`config.mk`:
```
export PLATFORM = sky130hd
export DESIGN_NAME = cbus_cmd_master
export DESIGN_NICKNAME = d
export VERILOG_FILES = /design/src/rtl/cbus_cmd_master.sv
export SDC_FILE = /design/constraint.sdc
export NUM_CORES = 1
export LEC_CHECK = 0
export CAP_MARGIN = 5
export CORE_ASPECT_RATIO = 1.75
export CORE_UTILIZATION = 50
export DETAILED_ROUTE_END_ITERATION = 8
export PLACE_DENSITY = 0.83
export SLEW_MARGIN = 20
export SYNTH_ARGS = -nofsm -noshare
export SYNTH_HDL_FRONTEND = slang
export SYNTH_SLANG_ARGS = --single-unit
```
`constraint.sdc`:
```
create_clock -name clk -period 4.8 [get_ports clk]
set_clock_uncertainty 0.15 [all_clocks]
set_input_delay 1.2 -clock clk [delete_from_list [all_inputs] [get_ports clk]]
set_output_delay 1.2 -clock clk [all_outputs]
set_load 0.01 [all_outputs]
```
`src/rtl/cbus_cmd_master.sv`:
```
// cbus_cmd_master
//   Initiator for the BRAM-style control bus (en/addr/din/wen/dout) used by the
//   register spaces. Commands arrive on a valid/ready port. Each accepted command
//   produces exactly one bus strobe in the next cycle. Read data is captured a fixed
//   RD_LAT cycles after its strobe and is returned in command order through a
//   first-word-fall-through response FIFO.
//
// Parameters
//   ADDR_W     control-bus byte address width (passed through unchanged)
//   DATA_W     control-bus data width
//   RD_LAT     cycles from a read strobe to valid bus_dout (1..4)
//   RSP_DEPTH  response FIFO depth, power of two (2..16)
//
// Ports
//   clk, rst             single clock, synchronous active-high reset
//   cmd_valid/ready      command handshake; cmd_write selects write (1) or read (0)
//   cmd_addr/data/be     command address, write data and write byte enables
//   rsp_valid/ready      read-response handshake; rsp_data is the read data
//   bus_en/addr/din/wen  bus strobe and registered access fields
//   bus_dout             bus read data, valid RD_LAT cycles after a read strobe
//   busy                 reads in flight or responses still queued
module cbus_cmd_master #(
  parameter int ADDR_W    = 18,
  parameter int DATA_W    = 32,
  parameter int RD_LAT    = 1,
  parameter int RSP_DEPTH = 4
) (
  input  logic                clk,
  input  logic                rst,
  input  logic                cmd_valid,
  output logic                cmd_ready,
  input  logic                cmd_write,
  input  logic [ADDR_W-1:0]   cmd_addr,
  input  logic [DATA_W-1:0]   cmd_data,
  input  logic [DATA_W/8-1:0] cmd_be,
  output logic                rsp_valid,
  input  logic                rsp_ready,
  output logic [DATA_W-1:0]   rsp_data,
  output logic                bus_en,
  output logic [ADDR_W-1:0]   bus_addr,
  output logic [DATA_W-1:0]   bus_din,
  output logic [DATA_W/8-1:0] bus_wen,
  input  logic [DATA_W-1:0]   bus_dout,
  output logic                busy
);

  localparam int BE_W  = DATA_W / 8;
  localparam int PTR_W = $clog2(RSP_DEPTH);
  localparam int CNT_W = PTR_W + 1;

  // Number of set bits in the read-tag shift register.
  function automatic logic [CNT_W-1:0] count_ones(input logic [RD_LAT-1:0] v);
    logic [CNT_W-1:0] n;
    n = '0;
    for (int i = 0; i < RD_LAT; i++) begin
      n = n + CNT_W'(v[i]);
    end
    return n;
  endfunction

  // Registered state and outputs
  logic                cmd_ready_r;
  logic                bus_en_r;
  logic                rd_issue_r;     // current bus strobe is a read
  logic [ADDR_W-1:0]   bus_addr_r;
  logic [DATA_W-1:0]   bus_din_r;
  logic [BE_W-1:0]     bus_wen_r;
  logic [RD_LAT-1:0]   rd_sr_r;        // tags reads whose data is still on its way
  logic [DATA_W-1:0]   mem_r [RSP_DEPTH];
  logic [PTR_W-1:0]    wr_ptr_r;
  logic [PTR_W-1:0]    rd_ptr_r;
  logic [CNT_W-1:0]    count_r;
  logic                rsp_valid_r;
  logic [DATA_W-1:0]   rsp_data_r;
  logic                busy_r;

  // Combinational next-state terms
  logic                accept_s;
  logic                rd_accept_s;
  logic                push_s;
  logic                pop_s;
  logic [RD_LAT-1:0]   rd_sr_next_s;
  logic [CNT_W-1:0]    count_after_pop_s;
  logic [CNT_W-1:0]    count_next_s;
  logic [PTR_W-1:0]    rd_ptr_next_s;
  logic [CNT_W-1:0]    sr_ones_s;
  logic [CNT_W-1:0]    occ_next_s;
  logic [CNT_W-1:0]    inflight_next_s;
  logic [DATA_W-1:0]   rsp_data_next_s;

  assign accept_s    = cmd_valid & cmd_ready_r;
  assign rd_accept_s = accept_s & ~cmd_write;
  // The oldest tag marks the cycle in which bus_dout carries that read's data.
  assign push_s      = rd_sr_r[RD_LAT-1];
  assign pop_s       = rsp_valid_r & rsp_ready;

  // Next-state computation for the tag pipe, FIFO occupancy and credit.
  always_comb begin
    rd_sr_next_s    = '0;
    rd_sr_next_s[0] = rd_issue_r;
    for (int i = 1; i < RD_LAT; i++) begin
      rd_sr_next_s[i] = rd_sr_r[i-1];
    end
    count_after_pop_s = count_r - CNT_W'(pop_s);
    count_next_s      = count_after_pop_s + CNT_W'(push_s);
    rd_ptr_next_s     = rd_ptr_r + PTR_W'(pop_s);
    sr_ones_s         = count_ones(rd_sr_next_s);
    // Credits held: queued responses, reads still in the tag pipe, and the
    // command being issued next cycle (a write holds its credit only then).
    occ_next_s        = count_next_s + sr_ones_s + CNT_W'(accept_s);
    inflight_next_s   = sr_ones_s + CNT_W'(rd_accept_s);
    // Fall-through: if the FIFO drains to empty, a word pushed now is the head.
    if (count_after_pop_s == '0) begin
      rsp_data_next_s = bus_dout;
    end else begin
      rsp_data_next_s = mem_r[rd_ptr_next_s];
    end
  end

  // Control, bus and response output registers.
  always_ff @(posedge clk) begin
    if (rst) begin
      cmd_ready_r <= 1'b0;
      bus_en_r    <= 1'b0;
      rd_issue_r  <= 1'b0;
      bus_addr_r  <= '0;
      bus_din_r   <= '0;
      bus_wen_r   <= '0;
      rd_sr_r     <= '0;
      wr_ptr_r    <= '0;
      rd_ptr_r    <= '0;
      count_r     <= '0;
      rsp_valid_r <= 1'b0;
      rsp_data_r  <= '0;
      busy_r      <= 1'b0;
    end else begin
      cmd_ready_r <= (occ_next_s < CNT_W'(RSP_DEPTH));
      bus_en_r    <= accept_s;
      rd_issue_r  <= rd_accept_s;
      if (accept_s) begin
        bus_addr_r <= cmd_addr;
        bus_din_r  <= cmd_data;
        bus_wen_r  <= cmd_write ? cmd_be : {BE_W{1'b0}};
      end
      rd_sr_r     <= rd_sr_next_s;
      wr_ptr_r    <= wr_ptr_r + PTR_W'(push_s);
      rd_ptr_r    <= rd_ptr_next_s;
      count_r     <= count_next_s;
      rsp_valid_r <= (count_next_s != '0);
      rsp_data_r  <= rsp_data_next_s;
      busy_r      <= (count_next_s != '0) || (inflight_next_s != '0);
    end
  end

  // Response FIFO storage; contents need no reset because the pointers gate them.
  always_ff @(posedge clk) begin
    if (!rst && push_s) begin
      mem_r[wr_ptr_r] <= bus_dout;
    end
  end

  assign cmd_ready = cmd_ready_r;
  assign bus_en    = bus_en_r;
  assign bus_addr  = bus_addr_r;
  assign bus_din   = bus_din_r;
  assign bus_wen   = bus_wen_r;
  assign rsp_valid = rsp_valid_r;
  assign rsp_data  = rsp_data_r;
  assign busy      = busy_r;

endmodule

```
# Yosys cells after proc, flatten, opt, wreduce, memory -nomap -nowiden

Memory sizes are Yosys's and may differ from the RTL's.
Index checks and enable logic that the tools add are counted.

Order comparisons: 1
$mul: 0
Add/subtract/negate cells: 7
Multiplexer cells: 4
Reductions and logical operators: 6
Div/mod/pow operators: 0
Shift operators: 0
Bitwise logic cells: 4
Equal/unequal tests: 0

Operators by type and width:

| operator           | count |
|---|---|
| $mux 32            | 1 |
| $add 3x1->3        | 3 |
| $reduce_bool 3->1  | 2 |
| $add 2x1->2        | 2 |
| $mux 4             | 1 |
| $and 1x1->1        | 3 |
| $logic_not 3->1    | 1 |
| $lt 3x3->1 const B | 1 |
| $sub 3x1->3        | 1 |
| $add 1x1->2        | 1 |
| $mux 1             | 2 |
| $logic_and 1x1->1  | 1 |
| $logic_not 1->1    | 1 |
| $logic_or 1x1->1   | 1 |
| $not 1->1          | 1 |

Bits in registers: 99
Memories kept: 1
Bits in latches: 0
RAM bits: 128
Memory bits (read-only): 0
Logic and storage cells: 36
Output and inout port bits: 90
Input bits: 91

Memory list:

| memory | depth | bits a word | rd ports | clocked after Yosys merged registers in | write ports | RTL line | RTL |
|---|---|---|---|---|---|---|---|
| mem_r  | 4     | 32          | 1        | 0                                       | 1           | 69       | `logic [DATA_W-1:0] mem_r [RSP_DEPTH];` |

# Logic depth before layout (Yosys ltp)

Gate-level depths: netlist (run 1).

Depth in word-level cells: 6
Depth in mapped cells: 8

# Worst setup path after synthesis (run 1)

Ideal clock, no wire load.

Kind: in2reg
Start point: input rst
End point: memory mem_r[0][0], enable pin
Arrival time: 3.936 ns
Required time: 4.182 ns
Setup slack: 0.246 ns
Cell stages on the path: 3
Buffers on the path: 1
Cells stage by stage: clkbuf_1 -> nor2b_1 -> nor3b_1

Word-level cells in the longest chain between the ends: 4

Ends and longest elaborated chain:

| what                         | RTL line | RTL |
|---|---|---|
| start: declaration           | 29       | `input logic rst,` |
| $logic_not 1->1              | 157      | `if (!rst && push_s) begin` |
| $logic_and 1x1->1            | 157      |  |
| $mux 1                       | 157      |  |
| $mux 1 (not written as such) | 158      | `mem_r[wr_ptr_r] <= bus_dout;` |
| end: declaration             | 69       |  |

No other way between the ends.

# Final worst setup path (run 1)

Start point: input rsp_ready
End point: register rsp_data_r[4], in the netlist rsp_data[4]

Word-level cells in the longest chain between the ends: 4
Elaborated cells on any way between the ends: 6
Those cells by class: add/sub (2); mux (1); bitwise (1); reduce/logical (1); memory (1)

Ends and longest elaborated chain:

| what                       | RTL line | RTL |
|---|---|---|
| start: declaration         | 37       | `input logic rsp_ready,` |
| $and 1x1->1                | 95       | `assign pop_s = rsp_valid_r & rsp_ready;` |
| $add 2x1->2                | 106      | `rd_ptr_next_s = rd_ptr_r + PTR_W'(pop_s);` |
| named net rd_ptr_next_s[0] | 85       | `logic [PTR_W-1:0] rd_ptr_next_s;` |
| $mem_v2 4x32               | -        |  |
| $mux 32                    | 113      | `if (count_after_pop_s == '0) begin` |
| end signal: assignment     | 150      | `rsp_data_r <= rsp_data_next_s;` |
| end: declaration           | 74       | `logic [DATA_W-1:0] rsp_data_r;` |

The timed path passes the listed nets, and every way through them passes these cells.
A chain may end at the register's enable or synchronous reset.

==> results of run 1 <==
==> worst max-delay path, delay by kind of cell <==
family	cells	cell delay [ns]
mux	1	0.53
compound gates	1	0.20
fa+ha+maj	1	0.80
buf+inv	2	0.64
simple gates	1	0.17
==> through the flow <==
stage               hold WS, ns  setup WS [ns]  power (W)
floorplan                 0.311          0.246    0.00312
global placement          0.288           1.02    0.00369
detailed placement        0.298          0.968    0.00373
CTS                       0.305           1.46    0.00529
global route              0.316           1.38    0.00545
finish                    0.305           1.47    0.00524
==> logic make-up after synthesis <==
family          after synthesis  synth area share (%)
compound gates               91                  7.19
buf+inv                      39                  2.55
fa+ha+maj                     6                 0.931
flops                       227                  72.3
simple gates                132                  6.80
xor+xnor                      5                 0.807
mux                          32                  9.45
==> synth_stat cells (6+ instances only) <==
library cell  number  share of area, %
nor2b_1            7              0.54
a21oi_1           57               3.5
a22o_1            32               3.5
clkbuf_1          11              0.51
mux4_2            21               5.9
edfxtp_1         128                48
buf_2             14              0.87
nand2_1          106               4.9
mux4_1            11               3.6
dfxtp_1           99                25
ha_1               6              0.93
nor2_1             6              0.28
==> routing by layer <==
metal	part of all wire, %	wire (um)
met5	0	0
met4	3.3	566
met3	8.4	1460
met2	53	9150
met1	35	6120
==> state kept, by name, summed over array words and instances, names as in the netlist <==
name and flops:
bus_addr 18, push_s 1, bus_din 32, rsp_valid 1
count_r 3, rd_issue_r 1, busy 1, bus_wen 4
cmd_ready 1, mem_r 128, rsp_data 32, rd_ptr_r 2
wr_ptr_r 2, bus_en 1
==> worst min-delay path by stage <==
stage	start	endpoint	depth (start not counted)
final	bus_din[16]	bus_din[16]	2
after global routing	bus_addr[3]	bus_addr[3]	2
after CTS	bus_din[16]	bus_din[16]	2
after detailed placement	bus_din[16]	bus_din[16]	2
after global placement	bus_wen[2]	bus_wen[2]	2
after floorplan	rd_issue_r	push_s	1
==> placed cells by master, fill, tap and decap left out, drive strengths merged, types with 3 or more instances in the layout <==
cell type	Yosys	layout
mux4	32	32
a22o	32	32
nor2	6	6
nor2b	7	7
nor3b	3	3
a21oi	57	57
nand3	5	5
nand2	106	106
buf	22	9
inv	5	5
edfxtp	128	128
clkinv	0	5
clkbuf	12	29
clkdlybuf4s50	0	179
ha	6	6
dfxtp	99	99
xnor2	4	4
==> report_power, final <==
| part | internal (W) | switching [W] | total (W) |
|---|---|---|---|
| combinational | 0.000742 | 0.000594 | 0.00134 |
| clock | 0.000889 | 0.000671 | 0.00156 |
| sequential | 0.00226 | 0.0000827 | 0.00234 |
| total | 0.00389 | 0.00135 | 0.00524 |
==> area by class of cell <==
cell class | count | area (sq um) | area share [%]
clock buffer | 29 | 577 | 5.41
tap | 189 | 236 | 2.22
sequential | 227 | 5830 | 54.7
clock inverter | 6 | 52.6 | 0.493
multi-input combinational | 266 | 2070 | 19.5
inverter | 5 | 18.8 | 0.176
timing repair buffer | 188 | 1870 | 17.5
==> results by group, run 1 <==
Synthesis
  • Post-synth cell types: 30
  • Number of synthesized register bits: 227
  • Syn nets: 629
  • Syn Area/Cell: 15.2 sq um
  • Mapped Area: 8060 sq um
  • Synthesized instance count: 532
  • EDFF count, synth: 128
  • Sequential share of the synthesized area: 72.3%
  • Yosys warns: 0
  • Post-synth ARST share: 0%
  • Top FF cell, synth: edfxtp_1

Finish
  • Final Util: 67.4%
  • Nets: 806
  • Antenna diodes: 0
  • # fillers: 1061
  • Share of cells above drive strength 1: 9.15%
  • Synth-to-Final Area Change: 32.2%
  • Final instance area: 10700 sq um
  • Non-Filler Instances: 910

Setup path
  • Slowest-stage cell, CP: ha_2
  • CP cell instances: clkdlybuf4s50_1 > and2_1 > ha_2 > buf_12 > mux4_2 > a22o_1
  • CP endpoint: rsp_data[4]
  • Crit path from: rsp_ready
  • CP Launch Type: input pin
  • Worst Reg-to-Reg Cells: 5
  • Worst R2R End: rsp_data[4]
  • Worst Setup End Kind: register
  • Worst EP arrival: 3.56 ns
  • CP max FO: 20
  • Worst r2r src: rsp_valid
  • Largest stage delay on the critical path: 0.80 ns
  • Reg2reg setup slack: 2.25 ns
  • Crit Path Class: input pin to register
  • CP Data Required Time: 5.03 ns

Place
  • DP Area: 10000 sq um
  • Hpwl dp: 11200 um
  • Port Buffers: 180
  • GPL Wtd Cong: 0.733
  • Placed Cells: 875

Global route
  • Met1 GRT Util: 21.9%
  • Vias in the first global route: 5385
  • Met3 Use GR: 6.20%
  • Most Crowded Layer GR: met2
  • First-pass GRT wire length: 27200 um
  • Largest net degree at the start of global routing: 70
  • GRT overflow: 0
  • Initial antenna violation count: 0
  • Met2 usage: 38.9%
  • All-Layer GR Usage: 21.1%

Clocking
  • Post-cts hold buffer count: 0
  • H-tree levels: 1
  • CTS root buffer: clkbuf_16
  • # resized after CTS: 0
  • CTS Buf Count: 21
  • Number of setup buffers added after CTS: 0
  • Skew-Pair Late Insertion Delay: 0.49 ns
  • CTS max path bufs: 3
  • Clk sinks: 227
  • CTS clk-pin slew, worst paths: 0.06 ns
  • CTS tree: yes

Job
  • Maxcap violations: 0

STA
  • Final hold vios: 0
  • Setup violations, final: 0
  • Pins Over Slew Limit: 0
  • Unrepaired setup endpoints after global routing: false
  • Relative slew slack: 29.2%
  • Max Fclk: 300 MHz
  • Fin crit share: 69.4%
  • Slew of the pin with the lowest slew margin: 1.06 ns
  • Fin crit period: 3.33 ns
  • Setup TNS Final: 0 ns

Floorplanning
  • Initial Utilization: 51.0%
  • Die Wd: 98.0 um
  • DIE HEIGHT: 170 um
  • Core area: 15800 sq um
  • Die area: 16700 sq um
  • Top Ports: 181
  • Row count: 61

Status
  • Run status: complete, but fails checks
  • Failing checks: DRC

Pwr
  • Worst IR drop on VDD: 0.000332 V
  • Leakage Power: 3.71 nW
  • Pwr/cell area: 492 nW/um^2

Route
  • Detail-routed via count per cell: 5.51
  • First-pass DRT Iterations: 6
  • DRC: 5
  • Final WL: 17300 um
  • Via count: 5014
  • Avg WL per Cell: 19.0 um
  • DRT iter0 DRCs: 194
  • Remaining antenna violation count: 0

Worst hold path
  • HP Class: register to register
Note: power is estimated with default switching activity, not from simulation.
==> inputs of run 2 (changes only) <==
- clock period: 4.8 -> 3.4 ns (I/O delays scaled with it)
==> results by group, run 2 (synthesis results as in run 1) <==
Pwr
  • Clock group share of total power: 30.9% (was 29.8%)
  • Leakage Power: 3.77 nW (was 3.71 nW)
  • Pwr/cell area: 704 nW/um^2 (was 492 nW/um^2)
  • NetSw: 0.00193 W (was 0.00135 W)
  • Pwr Total: 0.00760 W (was 0.00524 W)
  • Worst IR drop on VDD: 0.000484 V (was 0.000332 V)
  • Sw frac: 25.4% (was 25.7%)
  • Pint: 0.00567 W (was 0.00389 W)
  • Register share of total power: 43.6% (was 44.7%)
  • Logic pwr share: 25.6% (was 25.5%)

Global route
  • Largest net degree at the start of global routing: 68 (was 70)
  • Vias in the first global route: 5258 (was 5385)
  • GRT overflow: 0 (unchanged)
  • First-pass GRT wire length: 26900 um (was 27200 um)
  • Initial antenna violation count: 0 (unchanged)
  • All-Layer GR Usage: 20.7% (was 21.1%)

Clocking
  • CTS root buffer: clkbuf_16 (unchanged)
  • H-tree levels: 1 (unchanged)
  • CTS tree: yes (unchanged)
  • Clk sinks: 227 (unchanged)
  • Number of setup buffers added after CTS: 0 (unchanged)
  • Post-cts hold buffer count: 0 (unchanged)
  • Skew-Pair Late Insertion Delay: 0.48 ns (was 0.49 ns)
  • CTS max path bufs: 3 (unchanged)
  • # resized after CTS: 0 (unchanged)
  • CTS clk-pin slew, worst paths: 0.07 ns (was 0.06 ns)
  • CTS Buf Count: 20 (was 21)

Route
  • Met3 WL post-DR: 1290 um (was 1460 um)
  • Via count: 4997 (was 5014)
  • Length of routed met2 wiring: 9070 um (was 9150 um)
  • Top Metal Used: met4 (unchanged)
  • Remaining antenna violation count: 0 (unchanged)
  • Final WL: 17100 um (was 17300 um)
  • Avg WL per Cell: 18.7 um (was 19.0 um)
  • First-pass DRT Iterations: 6 (unchanged)
  • Detail-routed via count per cell: 5.46 (was 5.51)
  • Wl on met1: 6410 um (was 6120 um)
  • DRT iter0 DRCs: 221 (was 194)
  • DRC: 6 (was 5)

Setup path
  • CP delay by family, top: buffers and inverters (was adder cells)
  • Worst Setup End Kind: register (unchanged)
  • CP cell instances: clkdlybuf4s50_1 > and2_1 > ha_2 > xnor2_4 > buf_16 > mux4_2 > a22o_1 (was clkdlybuf4s50_1 > and2_1 > ha_2 > buf_12 > mux4_2 > a22o_1)
  • Largest stage delay on the critical path: 0.60 ns (was 0.80 ns)
  • CP Data Required Time: 3.62 ns (was 5.03 ns)
  • Crit Path Class: input pin to register (unchanged)
  • CP max FO: 17 (was 20)
  • Slowest-stage cell, CP: xnor2_4 (was ha_2)
  • Worst EP arrival: 2.95 ns (was 3.56 ns)
  • CP Launch Type: input pin (unchanged)
  • CP bufs+invs: 2 (unchanged)

Finish
  • Nets: 809 (was 806)
  • Synth-to-Final Area Change: 34.0% (was 32.2%)
  • Most frequent cells in the layout: 179 x clkdlybuf4s50_1, 128 x edfxtp_1, 106 x nand2_1, 99 x dfxtp_1, 57 x a21oi_1 (unchanged)
  • Antenna diodes: 0 (unchanged)
  • Final instance area: 10800 sq um (was 10700 sq um)
  • Share of cells above drive strength 1: 10.5% (was 9.15%)
  • Final Util: 68.4% (was 67.4%)
  • Top reg by flops: mem_r (unchanged)
  • Commonest non-fill, non-tap cell in the layout: clkdlybuf4s50_1 (unchanged)
  • Max reg flops: 128 (unchanged)
  • # fillers: 1033 (was 1061)

Floorplanning
  • Row count: 61 (unchanged)
  • DIE HEIGHT: 170 um (unchanged)
  • Die Wd: 98.0 um (unchanged)
  • Initial Utilization: 51.0% (unchanged)
  • Core area: 15800 sq um (unchanged)
  • Die area: 16700 sq um (unchanged)
  • Top Ports: 181 (unchanged)

Place
  • Port Buffers: 180 (unchanged)
  • Hpwl dp: 10900 um (was 11200 um)
  • GPL Wtd Cong: 0.743 (was 0.733)
  • DP Area: 10100 sq um (was 10000 sq um)

STA
  • Relative slew slack: 52.0% (was 29.2%)
  • Setup violations, final: 0 (unchanged)
  • Final hold vios: 0 (unchanged)
  • Slew of the pin with the lowest slew margin: 0.720 ns (was 1.06 ns)
  • Max Fclk: 365 MHz
  • Pins Over Slew Limit: 0 (unchanged)
  • Unrepaired setup endpoints after global routing: false (unchanged)
  • Setup TNS Final: 0 ns (unchanged)
  • WHS: 0.305 ns (about the same)
  • Fin crit share: 80.5%
  • Fin crit period: 2.74 ns

Worst hold path
  • HP Class: register to register (unchanged)

Job
  • Maxcap violations: 0 (unchanged)

Status
  • Failing checks: DRC (unchanged)
  • Run status: complete, but fails checks (unchanged)
run 2: power by group through the flow:
| stage | combinational [W] | clock [W] | sequential [W] |
|---|---|---|---|
| 2_1_floorplan | 0.000931 | 0 | 0.00348 |
| 3_3_place_gp | 0.00189 | 0 | 0.00337 |
| 3_5_place_dp | 0.00195 | 0 | 0.00337 |
| 4_1_cts | 0.00196 | 0.00239 | 0.00332 |
| 5_1_grt | 0.00208 | 0.00250 | 0.00334 |
| 6_report | 0.00194 | 0.00235 | 0.00331 |
run 2: stage by stage:
stage | setup WS [ns] | cells
final | 0.663 | 915
after global routing | 0.597 | 915
after CTS | 0.349 | 914
after detailed placement | -0.134 | 878
after global placement | -0.0565 | 878
after floorplan | 0.245 | 532
run 2: cell type report:
type                            instances  area, sq um  share of cell area [%]
Clock buffer                           24          547                    5.06
Sequential cell                       227         5830                    53.9
Timing Repair Buffer                  192         1940                    18.0
Multi-Input combinational cell        266         2080                    19.3
Clock inverter                         12          148                    1.37
Tap cell                              189          236                    2.19
Inverter                                5         18.8                   0.174
run 2: tightest hold or removal path, stage by stage (launching register included):
cell     delay, ns
dfxtp_1       0.31
nand2_1       0.05
a21oi_1       0.05
run 2: final timing paths:
check,startpoint,end,slack [ns],cells past startpoint
min reg2reg,bus_addr[16],bus_addr[16],0.31,2
max reg2reg,rsp_valid,rsp_data[27],1.09,6
max,rsp_ready,rsp_data[27],0.66,7
min,bus_addr[16],bus_addr[16],0.31,2
run 2: metal layers:
metal / vias up / GRT usage, %
met5: - / 0
met2: 206 / 37.5
met4: 0 / 6.32
met1: 2444 / 23.7
met3: 28 / 5.75
li1: 2319 / -
==> patch 1, RTL diff (config.mk and constraints of run 1) <==
Make the reset (`rst`) asynchronous in one clocked block. Comments in the files are not updated.
--- a/src/rtl/cbus_cmd_master.sv
+++ b/src/rtl/cbus_cmd_master.sv
@@ -118,7 +118,7 @@
   end
 
   // Control, bus and response output registers.
-  always_ff @(posedge clk) begin
+  always_ff @(posedge clk or posedge rst) begin
     if (rst) begin
       cmd_ready_r <= 1'b0;
       bus_en_r    <= 1'b0;
Check against the original RTL: differs if rst is asserted again (counterexample within 4 cycles, from zero or initial values and one cycle with rst high); with rst held inactive, the same outputs for 10 cycles.
==> patch 1 against run 1 <==
  * Area after synthesis up 4.1%
  * Via count down 14%
  * Worst setup slack worse by 120 ps
  * Routed wire length down 5.5%
  * Cell count down 8.4%
  * Final area up 4.5%
  * Sequential cell count unchanged
  * Clock power up 4%
  * Total power up 33%
  * Largest power group unchanged
  * Highest routed layer unchanged
==> patch 1: results (changes against run 1) <==
Reg-to-reg endpoint - rsp_data[21] (was rsp_data[4])
Pwr Total - 6970 µW (was 5240 µW)
Layout cell share with drive strength beyond 1 - 26.7% (was 9.15%)
Worst rel slew slack - 29.7% (was 29.2%)
Reg2reg start - rsp_valid (unchanged)
CP Max Fanout - 32 (was 20)
WL met3 - 973 µm (was 1460 µm)
Total Nets Final - 693 (was 806)
Met1 GRT Util - 22.4% (was 21.9%)
Crit path max-delay family - simple AND/OR/NAND/NOR gates (was adder cells)
Ys async rst share - 43.6% (was 0%)
Register Area - 6320 µm² (was 5830 µm²)
Largest cells by area after synthesis - edfxtp_1 46%, dfrtp_1 30%, mux2_2 11%, mux4_2 8.6%, ha_1 0.89% (was edfxtp_1 48%, dfxtp_1 25%, mux4_2 5.9%, nand2_1 4.9%, mux4_1 3.6%)
FF-to-FF setup slack - 2080 ps (was 2250 ps)
FMAX - 0.290 GHz (was 0.300 GHz)
Layout non-clock buf frac - 16.8% (was 17.5%)
Worst path slowest cell - and3_2 (was ha_2)
Outcome - finished, final reports clean (was finished with violations)
Routed wire per std cell - 19.6 µm (was 19.0 µm)
Number of non-clock buffers - 187 (was 188)
ClkCell Share - 6.11% (was 5.91%)
Vias per std cell - 5.20 (was 5.51)
Clk pwr share - 23.4% (was 29.8%)
Unique masters post-synth - 24 (was 30)
Fillers - 1127 (was 1061)
First-pass GRT wire length - 26300 µm (was 27200 µm)
Comb_multi_in - 154 (was 266)
Gr usage total - 20.0% (was 21.1%)
## patch 1: how the worst max path moves through the flow
stage / end / cells after the start
2_1_floorplan: mem_r[0][0] / 2
5_1_grt: rsp_data[21] / 7
4_1_cts: rsp_data[21] / 7
3_5_place_dp: rsp_data[26] / 7
3_3_place_gp: rsp_data[18] / 7
6_report: rsp_data[21] / 7
## patch 1: kinds of logic after synthesis
family,synth area share (%)
adder cells (fa/ha/maj),0.895
flip-flops,75.4
XOR/XNOR,0.716
AND/OR/NAND/NOR,1.42
AO/OA/AOI/OAI,0.298
multiplexers,19.6
buffers and inverters,1.72
## patch 1: stage by stage
stage          hold slack (ps)  cells  area, µm²
2_1_floorplan              217    403       8390
4_1_cts                    252    834      11100
6_report                   254    834      11100
3_5_place_dp               242    797      10400
3_3_place_gp               231    797      10400
5_1_grt                    264    834      11100
==> patch 2, RTL diff (flow settings as in run 1) <==
Without the edit above. `RD_LAT`: 1 -> 2. Comments in the files are not updated.
--- a/src/rtl/cbus_cmd_master.sv
+++ b/src/rtl/cbus_cmd_master.sv
@@ -22,7 +22,7 @@
 module cbus_cmd_master #(
   parameter int ADDR_W    = 18,
   parameter int DATA_W    = 32,
-  parameter int RD_LAT    = 1,
+  parameter int RD_LAT    = 2,
   parameter int RSP_DEPTH = 4
 ) (
   input  logic                clk,
Behaviour: not the same (Yosys sat finds a counterexample within 10 cycles, from zero or initial values and one cycle with rst high).
==> patch 2 against run 1 <==
  * Via count rose by 6.5%
  * Fmax rose by 2.2%
  * Non-clock buffer count did not move
  * Area after synthesis rose by 5.0%
  * Sequential cell count rose by 1
  * Critical path depth rose by 1
  * Routed wire length rose by 4.1%
  * Worst setup slack improved by 72 ps
  * Final area rose by 4.3%
  * Total power rose by 6.2%
  * Largest cell class unchanged
  * Largest power group unchanged
  * Highest routed layer unchanged
==> patch 2: results (changes against run 1) <==
Unique masters post-synth - 35 (was 30)
Reg with most FFs - mem_r (unchanged)
H-tree levels - 1 (unchanged)
Ys async rst share - 0% (unchanged)
Vias in the first global route - 5679 (was 5385)
Worst rel slew slack - 27.5% (was 29.2%)
Largest net degree at the start of global routing - 62 (was 70)
Total Nets Final - 882 (was 806)
Layout cell share with drive strength beyond 1 - 17.9% (was 9.15%)
Clk pin slew, worst setup/hold paths - 70 ps
Worst path slowest cell - ha_2 (unchanged)
Via count - 5339 (was 5014)
Root Driver - clkbuf_16 (unchanged)
Outcome - finished, final reports clean (was finished with violations)
CP Max Fanout - 21 (was 20)
Resize count post-CTS - 0 (unchanged)
Initial DRC count - 208 (was 194)
Register area share after synthesis - 69.1% (was 72.3%)
Routability cong. - 0.756 (was 0.733)
First-pass DRT Iterations - 4 (was 6)
Port bufs - 180 (unchanged)
Hold crit path type - reg2reg (unchanged)
Number of synthesized flops with an enable pin - 128 (unchanged)
Clk_lat worst skew - 490 ps (about the same)
Crit path max-delay family - buffers and inverters (was adder cells)
First-pass GRT wire length - 28900 µm (was 27200 µm)
Crit path arrival time - 3460 ps (was 3560 ps)
Post-synth top cells - 141 x nand2_1, 128 x edfxtp_1, 100 x dfxtp_1, 58 x a21oi_1, 32 x mux4_2 (was 128 x edfxtp_1, 106 x nand2_1, 99 x dfxtp_1, 57 x a21oi_1, 32 x a22o_1)
Pleak - 0.00379 µW (was 0.00371 µW)
Largest cells by area after synthesis - edfxtp_1 45%, dfxtp_1 24%, mux4_2 8.5%, nand2_1 6.3%, a21oi_1 3.4% (was edfxtp_1 48%, dfxtp_1 25%, mux4_2 5.9%, nand2_1 4.9%, mux4_1 3.6%)
Initial antenna violation count - 1 (was 0)
Final HPWL DP - 11500 µm (was 11200 µm)
CP max stage delay - 650 ps (was 800 ps)
Syn_nets - 709 (was 629)
TritonCTS Buffers - 20 (was 21)
Gr usage total - 21.2% (was 21.1%)
Max FFs per register - 128 (unchanged)
Clk buf depth - 3 (unchanged)
Final WL - 18000 µm (was 17300 µm)
Warnings from Yosys - 0 (unchanged)
Post-CTS Setup Inserts - 0 (unchanged)
Worst IR Drop VDD - 0.000335 V (was 0.000332 V)
Fillers - 1179 (was 1061)
==> patch 2: cell count changes in the layout (fill, tap and decap cells not counted), moves of 2 or more <==
cell     change
nand2_1     +35
a21oi_2     +30
inv_1        -3
ha_1         +4
nor3b_1      -2
mux4_1      -11
nand2_2     +29
mux4_2      +11
a22o_1      -32
==> patch 2: path summary, 6_finish.rpt <==
check        slack, ps   startpoint  cells past startpoint            to
min                310  bus_din[21]                      2   bus_din[21]
min reg2reg        310  bus_din[21]                      2   bus_din[21]
max reg2reg       2330    rsp_valid                      6  rsp_data[15]
max               1540    rsp_ready                      7  rsp_data[15]
==> patch 2: kinds of logic (layout without fill, tap and decap cells) <==
logic type	Yosys count	count (layout)	synth area share, %
mux	32	32	8.52
compound gates	91	91	6.76
fa+ha+maj	11	11	1.72
flops	228	228	69.1
other cells	0	1	0
buf+inv	39	226	2.60
xor+xnor	5	5	0.518
simple gates	201	201	10.8
==> patch 2: cell type report <==
cell class | instances | area share [%]
Clock inverter | 10 | 0.968
Multi-Input combinational cell | 340 | 21.9
Sequential cell | 228 | 52.6
Clock buffer | 26 | 4.99
Timing Repair Buffer | 188 | 17.0
Inverter | 2 | 0.0675
Tap cell | 224 | 2.52
Antenna cell | 1 | 0.0225
==> patch 2: worst min-delay path: cells and delay by family (launching register included) <==
family / cells / cell delay [ps]
DFF: 1 / 310
AOI/OAI and AO/OA: 1 / 50
and+or+nand+nor: 1 / 50
==> patch 2: metrics by stage <==
stage	std cells	cell area, µm²	hold WS, ps	worst slack (ps)
3_3_place_gp	982	10500	289	1040
5_1_grt	1019	11100	322	1430
6_report	1019	11100	305	1540
3_5_place_dp	982	10500	298	1010
2_1_floorplan	607	8460	326	206
4_1_cts	1018	11100	307	1520
==> patch 2: metal layers <==
metal	track usage (%)	wire [µm]
met5	0	0
met4	5.74	348
met3	5.51	1310
met2	38.8	9530
met1	24.1	6830
==> patch 2: report_power, final <==
group / switching [µW] / internal, µW
Sequential: 79.0 / 2260
Clock: 685 / 929
Combinational: 841 / 774
